===== src/rtl/wf_cic_ctrl.sv =====
// Sequencer for the waterfall CIC decimator: applies zoom, resets and flushes the CIC, then captures samples.
// Latency: config to cic_reset 1 cycle; cic_in_strobe lags adc_strobe 1 cycle; wr_strobe lags cic_out_strobe 1 cycle.
// Backpressure: cfg_ready low while RESET/FLUSH/CAPTURE; cap_start dropped outside FLUSH/ARMED.
module wf_cic_ctrl #(
  parameter int MD       = 18,
  parameter int ZOOM_MAX = 13,
  parameter int RST_CYC  = 2,
  parameter int FLUSH    = 6,
  parameter int CNT_W    = 11
) (
  input  logic             i_clock,
  input  logic             i_reset,
  input  logic             i_cfg_valid,
  input  logic [3:0]       i_cfg_zoom,
  output logic             o_cfg_ready,
  input  logic             i_cap_start,
  input  logic [CNT_W-1:0] i_cap_len,
  input  logic             i_adc_strobe,
  output logic             o_cic_reset,
  output logic [MD-1:0]    o_cic_decimation,
  output logic             o_cic_in_strobe,
  input  logic             i_cic_out_strobe,
  output logic             o_wr_strobe,
  output logic [CNT_W-1:0] o_wr_addr,
  output logic             o_cap_done,
  output logic             o_busy,
  output logic [3:0]       o_cur_zoom
);

  localparam int FW = $clog2(FLUSH + 1);
  localparam int RW = (RST_CYC > 1) ? $clog2(RST_CYC) : 1;

  typedef enum logic [2:0] {
    S_IDLE,
    S_RESET,
    S_FLUSH,
    S_ARMED,
    S_CAPTURE
  } state_t;

  state_t           r_state;
  logic [RW-1:0]    r_rst_cnt;
  logic [FW-1:0]    r_flush_cnt;
  logic             r_pend;
  logic [CNT_W-1:0] r_pend_len;
  logic [CNT_W-1:0] r_cap_len;
  logic             r_cic_reset;
  logic [MD-1:0]    r_cic_decimation;
  logic             r_in_strobe;
  logic             r_wr_strobe;
  logic [CNT_W-1:0] r_wr_addr;
  logic             r_cap_done;
  logic             r_busy;
  logic [3:0]       r_cur_zoom;

  logic [3:0]       w_zoom;
  logic [MD-1:0]    w_dec;
  logic             w_accept;
  logic             w_last_wr;

  // Clamp the requested zoom and turn it into a power-of-two decimation.
  assign w_zoom   = (i_cfg_zoom > 4'(ZOOM_MAX)) ? 4'(ZOOM_MAX) : i_cfg_zoom;
  assign w_dec    = {{(MD-1){1'b0}}, 1'b1} << w_zoom;

  // Commands are only taken while the CIC is idle or armed, never during reset.
  assign o_cfg_ready = !i_reset && ((r_state == S_IDLE) || (r_state == S_ARMED));
  assign w_accept    = o_cfg_ready && i_cfg_valid;

  // The write registered last cycle was the final one of this capture.
  assign w_last_wr = r_wr_strobe && (r_wr_addr == r_cap_len - 1'b1);

  // Sequencer: state, counters and every registered output in one place.
  always_ff @(posedge i_clock) begin
    if (i_reset) begin
      r_state          <= S_IDLE;
      r_rst_cnt        <= '0;
      r_flush_cnt      <= '0;
      r_pend           <= 1'b0;
      r_pend_len       <= '0;
      r_cap_len        <= '0;
      r_cic_reset      <= 1'b0;
      r_cic_decimation <= {{(MD-1){1'b0}}, 1'b1};
      r_in_strobe      <= 1'b0;
      r_wr_strobe      <= 1'b0;
      r_wr_addr        <= '0;
      r_cap_done       <= 1'b0;
      r_busy           <= 1'b0;
      r_cur_zoom       <= '0;
    end else begin
      r_wr_strobe <= 1'b0;
      r_cap_done  <= 1'b0;
      if (w_accept) begin
        // A config beats a simultaneous cap_start in ARMED.
        r_cur_zoom       <= w_zoom;
        r_cic_decimation <= w_dec;
        r_cic_reset      <= 1'b1;
        r_busy           <= 1'b1;
        r_in_strobe      <= 1'b0;
        r_rst_cnt        <= RW'(RST_CYC - 1);
        r_pend           <= 1'b0;
        r_state          <= S_RESET;
      end else begin
        case (r_state)
          S_IDLE: begin
            r_in_strobe <= 1'b0;
          end
          S_RESET: begin
            if (r_rst_cnt == '0) begin
              r_cic_reset <= 1'b0;
              r_flush_cnt <= '0;
              r_in_strobe <= i_adc_strobe;
              r_state     <= S_FLUSH;
            end else begin
              r_in_strobe <= 1'b0;
              r_rst_cnt   <= r_rst_cnt - 1'b1;
            end
          end
          S_FLUSH: begin
            r_in_strobe <= i_adc_strobe;
            if (i_cap_start) begin
              r_pend     <= 1'b1;
              r_pend_len <= i_cap_len;
            end
            if (i_cic_out_strobe) begin
              if (r_flush_cnt == FW'(FLUSH - 1)) begin
                r_pend <= 1'b0;
                if (r_pend || i_cap_start) begin
                  r_cap_len <= i_cap_start ? i_cap_len : r_pend_len;
                  r_wr_addr <= '0;
                  r_state   <= S_CAPTURE;
                end else begin
                  r_busy  <= 1'b0;
                  r_state <= S_ARMED;
                end
              end else begin
                r_flush_cnt <= r_flush_cnt + 1'b1;
              end
            end
          end
          S_ARMED: begin
            r_in_strobe <= i_adc_strobe;
            if (i_cap_start) begin
              r_cap_len <= i_cap_len;
              r_wr_addr <= '0;
              r_busy    <= 1'b1;
              r_state   <= S_CAPTURE;
            end
          end
          S_CAPTURE: begin
            r_in_strobe <= i_adc_strobe;
            if ((r_cap_len == '0) || w_last_wr) begin
              r_cap_done <= 1'b1;
              r_busy     <= 1'b0;
              r_state    <= S_ARMED;
            end else if (i_cic_out_strobe) begin
              r_wr_strobe <= 1'b1;
            end
            if (r_wr_strobe) begin
              r_wr_addr <= r_wr_addr + 1'b1;
            end
          end
          default: begin
            r_state <= S_IDLE;
          end
        endcase
      end
    end
  end

  assign o_cic_reset      = r_cic_reset;
  assign o_cic_decimation = r_cic_decimation;
  assign o_cic_in_strobe  = r_in_strobe;
  assign o_wr_strobe      = r_wr_strobe;
  assign o_wr_addr        = r_wr_addr;
  assign o_cap_done       = r_cap_done;
  assign o_busy           = r_busy;
  assign o_cur_zoom       = r_cur_zoom;

endmodule


===== config.mk =====
export PLATFORM = sky130hd
export DESIGN_NAME = wf_cic_ctrl
export DESIGN_NICKNAME = d
export VERILOG_FILES = /design/src/rtl/wf_cic_ctrl.sv
export SDC_FILE = /design/constraint.sdc
export NUM_CORES = 1
export LEC_CHECK = 0
export BUFFER_PORTS_ARGS = -buffer_cell sky130_fd_sc_hd__buf_2
export CAP_MARGIN = 5
export CORE_ASPECT_RATIO = 0.5
export CORE_MARGIN = 4
export CORE_UTILIZATION = 55
export CTS_BUF_LIST = sky130_fd_sc_hd__clkbuf_16
export DETAILED_ROUTE_END_ITERATION = 10
export PLACE_DENSITY = 0.83
export SYNTH_ARGS = -nofsm -noshare
export SYNTH_HDL_FRONTEND = slang
export SYNTH_SLANG_ARGS = --single-unit

===== constraint.sdc =====
create_clock -name i_clock -period 2.45 [get_ports i_clock]
set_input_delay 0.49 -clock i_clock [delete_from_list [all_inputs] [get_ports i_clock]]
set_output_delay 0.49 -clock i_clock [all_outputs]
set_load 0.03 [all_outputs]

* Word-level counts from Yosys, hierarchy flattened
Index checks and enable logic that the tools add are counted.
Widths: inputs -> output; s select.
** Word-level totals
- Input bits :: 21
- Register bits :: 68
- Output and inout bits :: 39
- Word-level logic and storage cells :: 118
** Cells by class
- Bitwise operators :: 3
- Muxes and demuxes :: 45
- Reduce and logical (&&, ||, !) cells :: 27
- Shifts and indexed selects :: 1
- Order comparisons :: 1
- Eq/ne operators :: 22
- Add/subtract/negate cells :: 4
** Operators by type and width (number)
- $mux 11 :: 10
- $pmux 11 s3 :: 1
- $mux 3 :: 9
- $reduce_and 6->1 :: 4
- $pmux 11 s2 :: 1
- $mux 1 :: 19
- $ne 2x2->1 const B :: 9
- $ne 3x3->1 const B :: 6
- $shl 1x4->18 const A :: 1
- $pmux 3 s5 :: 1
- $add 11x1->11 const B :: 1
- $eq 11x11->1 :: 1
- $logic_not 11->1 :: 1
- $sub 11x1->11 const B :: 1
- $reduce_and 7->1 :: 1
- $eq 3x2->1 const B :: 2
- $eq 3x3->1 const B :: 2
- $pmux 1 s3 :: 2
- $pmux 3 s2 :: 1
- $reduce_bool 2->1 :: 3
- $reduce_bool 3->1 :: 2
- $reduce_or 3->1 :: 2
- $reduce_and 5->1 :: 1
- $gt 4x4->1 const B :: 1
- other kinds (14) :: 21

* Depth between registers and ports, before layout
- Depth in word-level cells :: 7
- Depth in mapped cells :: 8

* Worst setup path after synthesis
Ideal clock, no wire load.
- Path type :: in2reg
- Start point :: input port i_reset
- End point :: register r_cic_decimation[10] (netlist: o_cic_decimation[10])
- Slack :: 0.000 ns
- Library setup time :: 0.065 ns
- Required time :: 2.385 ns
- Arrival :: 2.385 ns
- Stages :: 7
- Cell sequence :: clkbuf_1 > a211oi_1 > nand2_1 > clkbuf_1 > nor3_1 > a21oi_1 > nor2_1
** Between the ends
- Cells in the longest elaborated chain, start to end :: 3
** Ends and longest elaborated chain
- from (decl) :: line 12 : input logic i_reset,
- $logic_not 1->1 :: line 66 : assign o_cfg_ready = !i_reset && ((r_state == S_IDLE) || (r_state == S_ARMED));
- $logic_and 1x1->1 :: line 66
- named net o_cfg_ready :: line 15 : output logic o_cfg_ready,
- $logic_and 1x1->1 :: line 67 : assign w_accept = o_cfg_ready && i_cfg_valid;
- to (signal assigned) :: line 82 : r_cic_decimation <= {{(MD-1){1'b0}}, 1'b1};
- to (signal assigned) :: line 95 : r_cic_decimation <= w_dec;
- to (decl) :: line 48 : logic [MD-1:0] r_cic_decimation;
The timed path passes the listed nets, and every way through them passes these cells.
A chain may end at the register's enable or synchronous reset.

* Final worst setup path
- Start point :: register r_cap_len[0]
- End point :: register r_wr_strobe (netlist: o_wr_strobe)
** Between the ends
- Cells in the longest elaborated chain, start to end :: 5
- Elaborated cells on any way between the ends :: 6
- Classes of those cells :: add/sub: 1; eq/ne: 1; reduce/logical: 4
** Ends and longest elaborated chain
- from (decl) :: line 46 : logic [CNT_W-1:0] r_cap_len;
- from (signal assigned) :: line 128 : r_cap_len <= i_cap_start ? i_cap_len : r_pend_len;
- from (signal assigned) :: line 143 : r_cap_len <= i_cap_len;
- $sub 11x1->11 :: line 70 : assign w_last_wr = r_wr_strobe && (r_wr_addr == r_cap_len - 1'b1);
- $eq 11x11->1 :: line 70
- $logic_and 1x1->1 :: line 70
- $logic_or 1x1->1 (*) :: line 151 : if ((r_cap_len == '0) || w_last_wr) begin
- $reduce_or 4->1 (no line) (*)
- to (signal assigned) :: line 84 : r_wr_strobe <= 1'b0;
- to (signal assigned) :: line 90 : r_wr_strobe <= 1'b0;
- to (signal assigned) :: line 156 : r_wr_strobe <= 1'b1;
- to (decl) :: line 50 : logic r_wr_strobe;
Mark *: on every way between the ends. The rest lies on a longest branch, timed or not.

==> results.cfg <==
[status]
status = finished, final reports clean

[critical_path]
crit_arrival_ns = 2.46
path_cells = inv_1, ha_1, nor3b_4, nand3_1, xnor2_1, a2111oi_2, a31oi_1, and4b_1
cp-start-kind = flop
critPathMaxFanout = 5
critPathSlowestCell = a2111oi_2
worstPathRequired_ns = 2.67
crit_path_end_kind = flop
cp.buffers_inverters = 1
slowest_delay_ns = 0.48
critical_path.top_delay_family = simple AND/OR/NAND/NOR gates
crit_type = flop to flop

[timing]
fin_crit_ns = 2.25
period_share_pct = 91.7
rsz0062_at_grt = false
skew_ns = 0.00448
fmax_ghz = 0.445
worst_slew_pin_slew_ns = 0.527
setup_viol = 0
setup_tns_ns = 0
hold_violations = 0
drv_slew = 0
slew_headroom_pct = 64.9
worst_slack_ns = 0.203

[route]
drt-initial-drc-count = 207
firstDrtPassIters = 4
drc_errors = 0
via_count = 2943
final_antenna_net_count = 0
viasPerCell = 5.60
drt-total-wl_um = 7310
wl_per_cell_um = 13.9

[pwr]
p_leak_nw = 1.67
peakVddDrop_uv = 386
p_seq_share_pct = 39.8
p_comb_share_pct = 8.4
power.switching_mw = 0.633
swShare_pct = 22.6
internal-power_mw = 2.17
power.density_nw_per_um2 = 701
power_frac_clock_pct = 51.8

[grt]
antenna_found_initial = 0
grt_max_degree = 52
grt_usage_pct = 20.9
gr-total-overflow = 0
grt_pass1_wl_um = 12800
grt_pass1_vias = 2710

[synthesis]
synthTopCellsByArea = dfxtp_1 40%, nor2_1 6.4%, a21oi_1 5.5%
yosysTopAreaCell = dfxtp_1
ys_ff_latch = 66
netlist.area_leader.share_pct = 40.1
netlist_area_um2 = 3300
syn_avg_cell_area_um2 = 8.34
ys_types = 50
ys_seq_area_share_pct = 40.1
synthCells = 395
yosys_warnings = 0

[floorplan]
io_pins = 60
die_area_um2 = 7370
coreArea_um2 = 5630
fp-row-count = 19
start_util_pct = 58.5
die_w_um = 117
dieHeight_um = 62.7

[layout]
area_delta_synth_final_pct = 21.3
postLayoutCoreUtil_pct = 71.0
nFillCells = 419
drive_gt1_share_pct = 21.6
final_nets = 474
diodes = 0

[cts]
htree_num_levels = 3
cts.root.buffer_cell = clkbuf_16
numCtsBuffers = 9
cts_buffer_depth = 2
clkSlewWorstSetupHoldPaths_ns = 0.05
clkLatencyLatePin_ns = 0.33
cts.sinks = 66
tritoncts = built

[run]
cap_violations = 0

[hold_path]
hp-class = input port to flop

[place]
post-dp-hpwl_um = 5160
pre_cts_slack_ns = 0.0974
gp_congestion = 0.867
numPortBuffers = 57
[cell usage in the layout, fill, tap and decap left out, types with 2 or more instances in the layout]
| master | netlist | routed |
|---|---|---|
| dfxtp_1 | 66 | 66 |
| buf_2 | 5 | 57 |
| nor2_1 | 56 | 56 |
| nand2_1 | 41 | 41 |
| a21oi_1 | 36 | 36 |
| xor2_1 | 18 | 18 |
| mux2i_1 | 15 | 15 |
| buf_4 | 3 | 12 |
| nor3_1 | 11 | 11 |
| a211oi_1 | 12 | 11 |
| nand3_1 | 9 | 9 |
| clkbuf_16 | 0 | 9 |
| inv_1 | 8 | 8 |
| nor4_1 | 8 | 8 |
| o21ai_0 | 8 | 8 |
| xnor2_1 | 8 | 8 |
| nand2b_1 | 7 | 7 |
| a31oi_1 | 7 | 7 |
| and2_1 | 5 | 5 |
| ha_1 | 5 | 5 |
| and3_1 | 4 | 4 |
| a211oi_2 | 2 | 3 |
| nor3b_1 | 3 | 3 |
| nor2b_1 | 3 | 3 |
| a22oi_1 | 3 | 3 |
| nand4_1 | 3 | 3 |
| bufinv_16 | 0 | 3 |
| or2_1 | 2 | 2 |
| a2111oi_4 | 2 | 2 |
| nor4_4 | 2 | 2 |
| a221oi_1 | 2 | 2 |
| o31ai_1 | 2 | 2 |
| conb_1 | 1 | 2 |
| clkinvlp_4 | 0 | 2 |
[kinds of logic (layout without fill, tap and decap cells)]
logic type | Yosys count | in the layout | synth area share [%]
XOR/XNOR | 26 | 26 | 6.91
AND/OR/NAND/NOR | 162 | 162 | 24.1
other | 1 | 2 | 0.114
buffers and inverters | 36 | 93 | 4.63
flip-flops | 66 | 66 | 40.1
adder cells (fa/ha/maj) | 5 | 5 | 1.90
multiplexers | 15 | 15 | 4.56
AO/OA/AOI/OAI | 84 | 84 | 17.7
[path summary, 6_finish.rpt]
check	startpoint	to	slack [ns]	depth (start not counted)
setup / recovery	r_cap_len[0]$_SDFFE_PP0P_	o_wr_strobe$_SDFF_PP0_	0.20	8
hold / removal	i_cap_len[3]	r_pend_len[3]$_SDFFE_PP0P_	0.41	3
setup reg to reg	r_cap_len[0]$_SDFFE_PP0P_	o_wr_strobe$_SDFF_PP0_	0.20	8
hold reg to reg	o_cic_reset$_SDFFE_PP0P_	o_cic_reset$_SDFFE_PP0P_	0.45	2
[metrics by stage]
step           instance area, µm²  hold WS [ns]  instances  total power [mW]
2_1_floorplan                3300         0.436        396              1.31
3_3_place_gp                 3630         0.433        508              1.37
3_5_place_dp                 3630         0.435        508              1.37
4_1_cts                      3980         0.401        524              2.82
5_1_grt                      4000         0.411        526              2.91
6_report                     4000         0.411        526              2.80
[tightest hold or removal path: stages]
cell,delay (ns)
buf_2,0.10
nand2_1,0.05
a21oi_1,0.05
[registers in the layout, indices dropped and copies added, names as in the netlist]
register and count:
o_wr_addr 11, o_busy 1, o_cur_zoom 4, o_cic_in_strobe 1
r_flush_cnt 3, o_cic_reset 1, o_cap_done 1, r_pend_len 11
o_cic_decimation 16, r_pend 1, r_cap_len 11, o_wr_strobe 1
r_state 3, r_rst_cnt 1
[per-layer routing]
layer,vias to the layer above,part of all wire (%),track usage [%]
met2,75,46,33.0
met4,0,1.0,7.59
met1,1382,47,26.6
li1,1478,-,-
met3,8,5.7,7.23
met5,-,0,0
[area by class of cell]
type | instances | area [µm²] | share of cell area (%)
Clock inverter | 7 | 118 | 2.94
Clock buffer | 9 | 225 | 5.63
Inverter | 8 | 30.0 | 0.751
Timing Repair Buffer | 69 | 375 | 9.39
Sequential cell | 66 | 1320 | 33.1
Tap cell | 73 | 91.3 | 2.28
Multi-Input combinational cell | 294 | 1840 | 45.9
[cell usage after synthesis, drive strengths merged]
cell     instances
a221oi           2
o221ai           1
nor3            11
and4b            1
a21oi           36
o22ai            1
a311oi           1
nand3            9
o21ba            1
ha               5
inv              8
a2111oi          3
nor4b            1
a211oi          14
a31o             1
and3             4
nand2           41
nand2b           7
mux2i           15
nand3b           1
xnor2            8
nor2b            3
o2bb2ai          1
o21ai            8
nand4            3
nor3b            4
nor2            57
and2             5
a22oi            3
o31ai            2
or3              1
o2111ai          1
a21boi           2
clkbuf          20
and2b            1
dfxtp           66
conb             1
a31oi            7
nor4            10
xor2            18
buf              8
or2              3
[power groups by stage]
stage	sequential (mW)	clock, mW	combinational, mW
2_1_floorplan	1.16	0	0.149
3_3_place_gp	1.14	0	0.231
3_5_place_dp	1.14	0	0.233
4_1_cts	1.12	1.47	0.235
5_1_grt	1.12	1.53	0.262
6_report	1.12	1.45	0.235
[repair_timing]
action	4_1_cts	5_1_grt
hold buffers	0	0
setup endpoints to repair	0	6
buffers inserted	0	2
gates resized for setup	0	1
No activity file was read; power rests on OpenSTA's default activity.
